`config.mk`:
```
export PLATFORM = sky130hd
export DESIGN_NAME = counter_ctrl
export DESIGN_NICKNAME = d
export VERILOG_FILES = /design/src/rtl/counter_pkg.sv /design/src/rtl/prescale_div.sv /design/src/rtl/counter_ctrl.sv
export SDC_FILE = /design/constraint.sdc
export NUM_CORES = 1
export LEC_CHECK = 0
export BUFFER_PORTS_ARGS = -buffer_cell sky130_fd_sc_hd__buf_2
export CORE_MARGIN = 4
export CORE_UTILIZATION = 45
export DETAILED_ROUTE_END_ITERATION = 10
export PLACE_DENSITY_LB_ADDON = 0.05
export SKIP_CTS_REPAIR_TIMING = 1
export SLEW_MARGIN = 40
export SYNTH_ARGS = -nofsm -noshare
export SYNTH_HDL_FRONTEND = slang
export SYNTH_HIERARCHICAL = 1
export SYNTH_SLANG_ARGS = --single-unit
export TNS_END_PERCENT = 10
```
`constraint.sdc`:
```
create_clock -name clk -period 2.1 [get_ports clk]
set_input_delay 0.105 -clock clk [delete_from_list [all_inputs] [get_ports clk]]
set_output_delay 0.105 -clock clk [all_outputs]
set_load 0.02 [all_outputs]
```
`src/rtl/counter_pkg.sv`:
```
// Shared types for the counter sequencer: command opcodes, FSM states,
// and the default counter width.
package counter_pkg;

  localparam int CNT_WIDTH = 4;

  typedef enum logic [1:0] {
    CMD_START_ONESHOT = 2'd0,
    CMD_START_RELOAD  = 2'd1,
    CMD_STOP          = 2'd2,
    CMD_PAUSE_TOGGLE  = 2'd3
  } cmd_op_e;

  typedef enum logic [1:0] {
    ST_IDLE  = 2'd0,
    ST_LOAD  = 2'd1,
    ST_RUN   = 2'd2,
    ST_PAUSE = 2'd3
  } ctrl_state_e;

  // Both START flavours behave identically apart from the latched mode bit.
  function automatic logic is_start_op(input cmd_op_e op);
    return (op == CMD_START_ONESHOT) || (op == CMD_START_RELOAD);
  endfunction

endpackage

```
`src/rtl/prescale_div.sv`:
```
// Enable prescaler: counts 0..PRESCALE-1 while advancing, wraps, and
// raises tick on the last phase. clr wins over adv; otherwise it holds.
module prescale_div #(
  parameter int PRESCALE = 1,
  parameter int PDIV_W   = 1
) (
  input  logic clk,
  input  logic rst,
  input  logic clr,
  input  logic adv,
  output logic tick
);

  localparam logic [PDIV_W-1:0] LAST = PDIV_W'(PRESCALE - 1);

  logic [PDIV_W-1:0] pdiv_reg;
  logic [PDIV_W-1:0] pdiv_next;

  // Next divider value: clear, wrap on the last phase, or step by one.
  always_comb begin
    pdiv_next = pdiv_reg;
    if (clr) begin
      pdiv_next = '0;
    end else if (adv) begin
      pdiv_next = (pdiv_reg == LAST) ? '0 : pdiv_reg + 1'b1;
    end
  end

  // Divider register.
  always_ff @(posedge clk) begin
    if (rst) begin
      pdiv_reg <= '0;
    end else begin
      pdiv_reg <= pdiv_next;
    end
  end

  assign tick = (pdiv_reg == LAST);

endmodule

```
`src/rtl/counter_ctrl.sv`:
```
// Command-driven sequencer for a loadable up-counter. Accepts
// start/stop/pause commands, loads and enables the counter, and pulses
// tc_pulse one cycle after the returned count reaches the terminal value.
// Optional: define COUNTER_CTRL_TC_COUNT_EN to add a saturating 8-bit
// tc_count output (cleared on reset and on every accepted START).
module counter_ctrl
  import counter_pkg::*;
#(
  parameter int WIDTH    = CNT_WIDTH,
  parameter int PRESCALE = 1
) (
  input  logic             clk,
  input  logic             rst,
  input  logic             cmd_valid,
  output logic             cmd_ready,
  input  logic [1:0]       cmd_op,
  input  logic [WIDTH-1:0] cmd_start,
  input  logic [WIDTH-1:0] cmd_term,
  input  logic [WIDTH-1:0] count_val,
  output logic             load,
  output logic [WIDTH-1:0] load_val,
  output logic             enable,
  output logic             tc_pulse,
  output logic             busy
`ifdef COUNTER_CTRL_TC_COUNT_EN
  ,
  output logic [7:0]       tc_count
`endif
);

  localparam int PDIV_W = (PRESCALE > 1) ? $clog2(PRESCALE) : 1;

  ctrl_state_e      state_reg;
  ctrl_state_e      state_next;
  cmd_op_e          op;
  logic [WIDTH-1:0] start_reg;
  logic [WIDTH-1:0] term_reg;
  logic             mode_reg;     // 1 = auto-reload
  logic             tc_pulse_reg;
  logic             busy_reg;
  logic             cmd_fire;
  logic             start_fire;
  logic             term_hit;
  logic             tc_event;
  logic             pdiv_tick;

  assign op         = cmd_op_e'(cmd_op);
  assign cmd_fire   = cmd_valid && cmd_ready;
  assign start_fire = cmd_fire && is_start_op(op);
  assign term_hit   = (state_reg == ST_RUN) && (count_val == term_reg);
  // An accepted command in the same cycle suppresses terminal reporting.
  assign tc_event   = term_hit && !cmd_fire;

  // The divider only advances while running; a START or a reported
  // terminal restarts it, and PAUSE simply stops advancing it.
  prescale_div #(
    .PRESCALE (PRESCALE),
    .PDIV_W   (PDIV_W)
  ) u_pdiv (
    .clk  (clk),
    .rst  (rst),
    .clr  (start_fire || tc_event),
    .adv  (state_reg == ST_RUN),
    .tick (pdiv_tick)
  );

  // FSM state register.
  always_ff @(posedge clk) begin
    if (rst) begin
      state_reg <= ST_IDLE;
    end else begin
      state_reg <= state_next;
    end
  end

  // FSM next state: commands first, then terminal detection in RUN.
  always_comb begin
    state_next = state_reg;
    case (state_reg)
      ST_IDLE: begin
        if (start_fire) state_next = ST_LOAD;
      end
      ST_LOAD: begin
        state_next = ST_RUN;
      end
      ST_RUN, ST_PAUSE: begin
        if (cmd_fire) begin
          case (op)
            CMD_START_ONESHOT, CMD_START_RELOAD: state_next = ST_LOAD;
            CMD_STOP:         state_next = ST_IDLE;
            CMD_PAUSE_TOGGLE: state_next = (state_reg == ST_RUN) ? ST_PAUSE : ST_RUN;
            default:          state_next = state_reg;
          endcase
        end else if (term_hit) begin
          state_next = mode_reg ? ST_LOAD : ST_IDLE;
        end
      end
      default: state_next = ST_IDLE;
    endcase
  end

  // FSM outputs; enable is the only path combinational on count_val.
  always_comb begin
    cmd_ready = (state_reg != ST_LOAD);
    load      = (state_reg == ST_LOAD);
    load_val  = (state_reg == ST_LOAD) ? start_reg : '0;
    enable    = (state_reg == ST_RUN) && pdiv_tick && (count_val != term_reg);
  end

  // Latch the command operands on every accepted START.
  always_ff @(posedge clk) begin
    if (rst) begin
      start_reg <= '0;
      term_reg  <= '0;
      mode_reg  <= 1'b0;
    end else if (start_fire) begin
      start_reg <= cmd_start;
      term_reg  <= cmd_term;
      mode_reg  <= (op == CMD_START_RELOAD);
    end
  end

  // Registered status outputs.
  always_ff @(posedge clk) begin
    if (rst) begin
      tc_pulse_reg <= 1'b0;
      busy_reg     <= 1'b0;
    end else begin
      tc_pulse_reg <= tc_event;
      busy_reg     <= (state_next != ST_IDLE);
    end
  end

  assign tc_pulse = tc_pulse_reg;
  assign busy     = busy_reg;

`ifdef COUNTER_CTRL_TC_COUNT_EN
  logic [7:0] tc_count_reg;

  // Saturating count of terminal pulses since the last START.
  always_ff @(posedge clk) begin
    if (rst) begin
      tc_count_reg <= '0;
    end else if (start_fire) begin
      tc_count_reg <= '0;
    end else if (tc_pulse_reg && (tc_count_reg != 8'hFF)) begin
      tc_count_reg <= tc_count_reg + 8'd1;
    end
  end

  assign tc_count = tc_count_reg;
`endif

endmodule

```
==> reports/qor.yml <==
yosysWarnings: 6
fp.coreArea_mm2: 0.00132
insertion_delay_ps: 280
skew_ps: 6.24
synth_area_um2: 636
route.detailed.drc: 0
cts_root_buffer: "clkbuf_4"
crit_fanout: 7
area_growth_pct: 24.4
nFillCells: 112
hp-class: "in2reg"
routed_via_density: 5.02
routed_wl_mm: 1.28
status: "completed"
wl_per_cell_um: 12.0
place.gp.congestion: 0.756
nets: 110
drt_first_pass_iters: 4
die-area_mm2: 0.00208
cp.required_ps: 2260
synth.avg_cell_area_um2: 9.78
ios: 26
drt_iter0_markers: 11
antenna-diode-count: 0
top_layer: "met4"
finalSetupTns_ps: 0
cp-start-kind: "register"
wl_met1_um: 544
max-clock-path-buffers: 2
cts_tree: "yes"
start_util_pct: 48.2
power_uw: 510
die_x_um: 45.6
syn_inst: 65
gr-total-overflow: 0
grt_pass1_vias: 500
cap_violations: 0
drtAntennaViolNets: 0
grt_max_degree: 15
grt_pass1_wl_mm: 2.19
wl_met3_um: 96
period_minus_slack_ps: 1570
wl_met2_um: 627
critical_path_class: "reg2reg"
regToRegEndpoint: "term_reg[2]"
cts_max_level: 1
multi_input_area_um2: 349
finalCritPeriodShare_pct: 74.9
synth_fp_nets: 82
cp-endpoint: "term_reg[2]"
regToRegSetupSlack_ps: 530
cts_made_buffers: 3
port_buffers: 25
p_leak_uw: 0.000356
reg2regPathDepth: 5
die_h_um: 45.6
cts_sinks: 13
hold_viol: 0
track_usage_pct: 15.1
crit_start: "state_reg[1]"
drive_gt1_share_pct: 35.9
arrival_ps: 1730
powerDensity_mw_per_mm2: 645
max-vdd-ir-drop_mv: 0.365
num_vias: 537
instances_no_fill: 107
rsz0062_at_grt: "no"
path_clk_slew_ps: 80
antenna_found_initial: 0
timing.rr.start: "state_reg[1]"
final-seq-area_um2: 260
post-route-util_pct: 60.0
dp_cells: 103
num_rows: 13
fmax_mhz: 635
crit_path_end_kind: "register"
setup_violations: 0
slew_viol_final: 0
[per-stage QoR]
stage	setup slack (ps)	hold slack [ps]	area [µm²]
finish	526	57.9	791
detailed placement	543	352	764
global placement	603	339	764
global route	412	51.6	791
CTS	516	49.1	791
floorplan	870	177	636
[cells in the final DEF, fill, tap and decap left out]
cell type and count:
inv_1 1, nand4_1 1, a21boi_0 1, and2b_1 1, nand2b_1 1, nor2b_4 1
nand2_1 2, and3_1 1, o31ai_1 1, a211oi_2 1, or3b_1 1, buf_4 1
o22ai_2 1, a311o_1 1, clkbuf_4 3, xnor2_1 4, nor3b_1 1, a31oi_1 1
nor3b_2 1, clkbuf_1 1, mux2i_1 9, o21bai_1 1, and2_1 4, and4b_1 1
conb_1 1, buf_2 25, dfxtp_1 13, nor2_1 12
[critical path, stage by stage (launching register included)]
cell,delay [ps]
dfxtp_1,480
nor2b_4,100
nor3b_2,380
buf_4,250
mux2i_1,200
nor2_1,60
[where the power goes]
| part | total, µW | switching (µW) | internal [µW] |
|---|---|---|---|
| combinational | 87.6 | 44.3 | 43.4 |
| clock | 153 | 79.0 | 73.7 |
| sequential | 270 | 10.1 | 260 |
[metal layers]
metal / vias to the layer above / GRT usage, %
met1: 239 / 18.9
met4: 0 / 7.02
met2: 19 / 22.6
met3: 2 / 5.93
li1: 277 / -
met5: - / 0
[how the worst min path moves through the flow]
| stage | from | end | slack (ps) | depth (start not counted) |
|---|---|---|---|---|
| global placement | cmd_start[1] | start_reg[1] | 340 | 3 |
| detailed placement | cmd_start[3] | start_reg[3] | 350 | 3 |
| CTS | cmd_term[0] | term_reg[0] | 50 | 3 |
| global route | cmd_start[3] | start_reg[3] | 50 | 3 |
| finish | cmd_term[0] | term_reg[0] | 60 | 3 |
| floorplan | rst | term_reg[0] | 180 | 1 |
[layout make-up]
cell class | instances | area share [%]
sequential | 13 | 32.9
multi-input combinational | 48 | 44.1
tap | 15 | 2.37
clock buffer | 4 | 3.32
timing repair buffer | 26 | 16.8
inverter | 1 | 0.475
No activity file was read; power rests on OpenSTA's default activity.
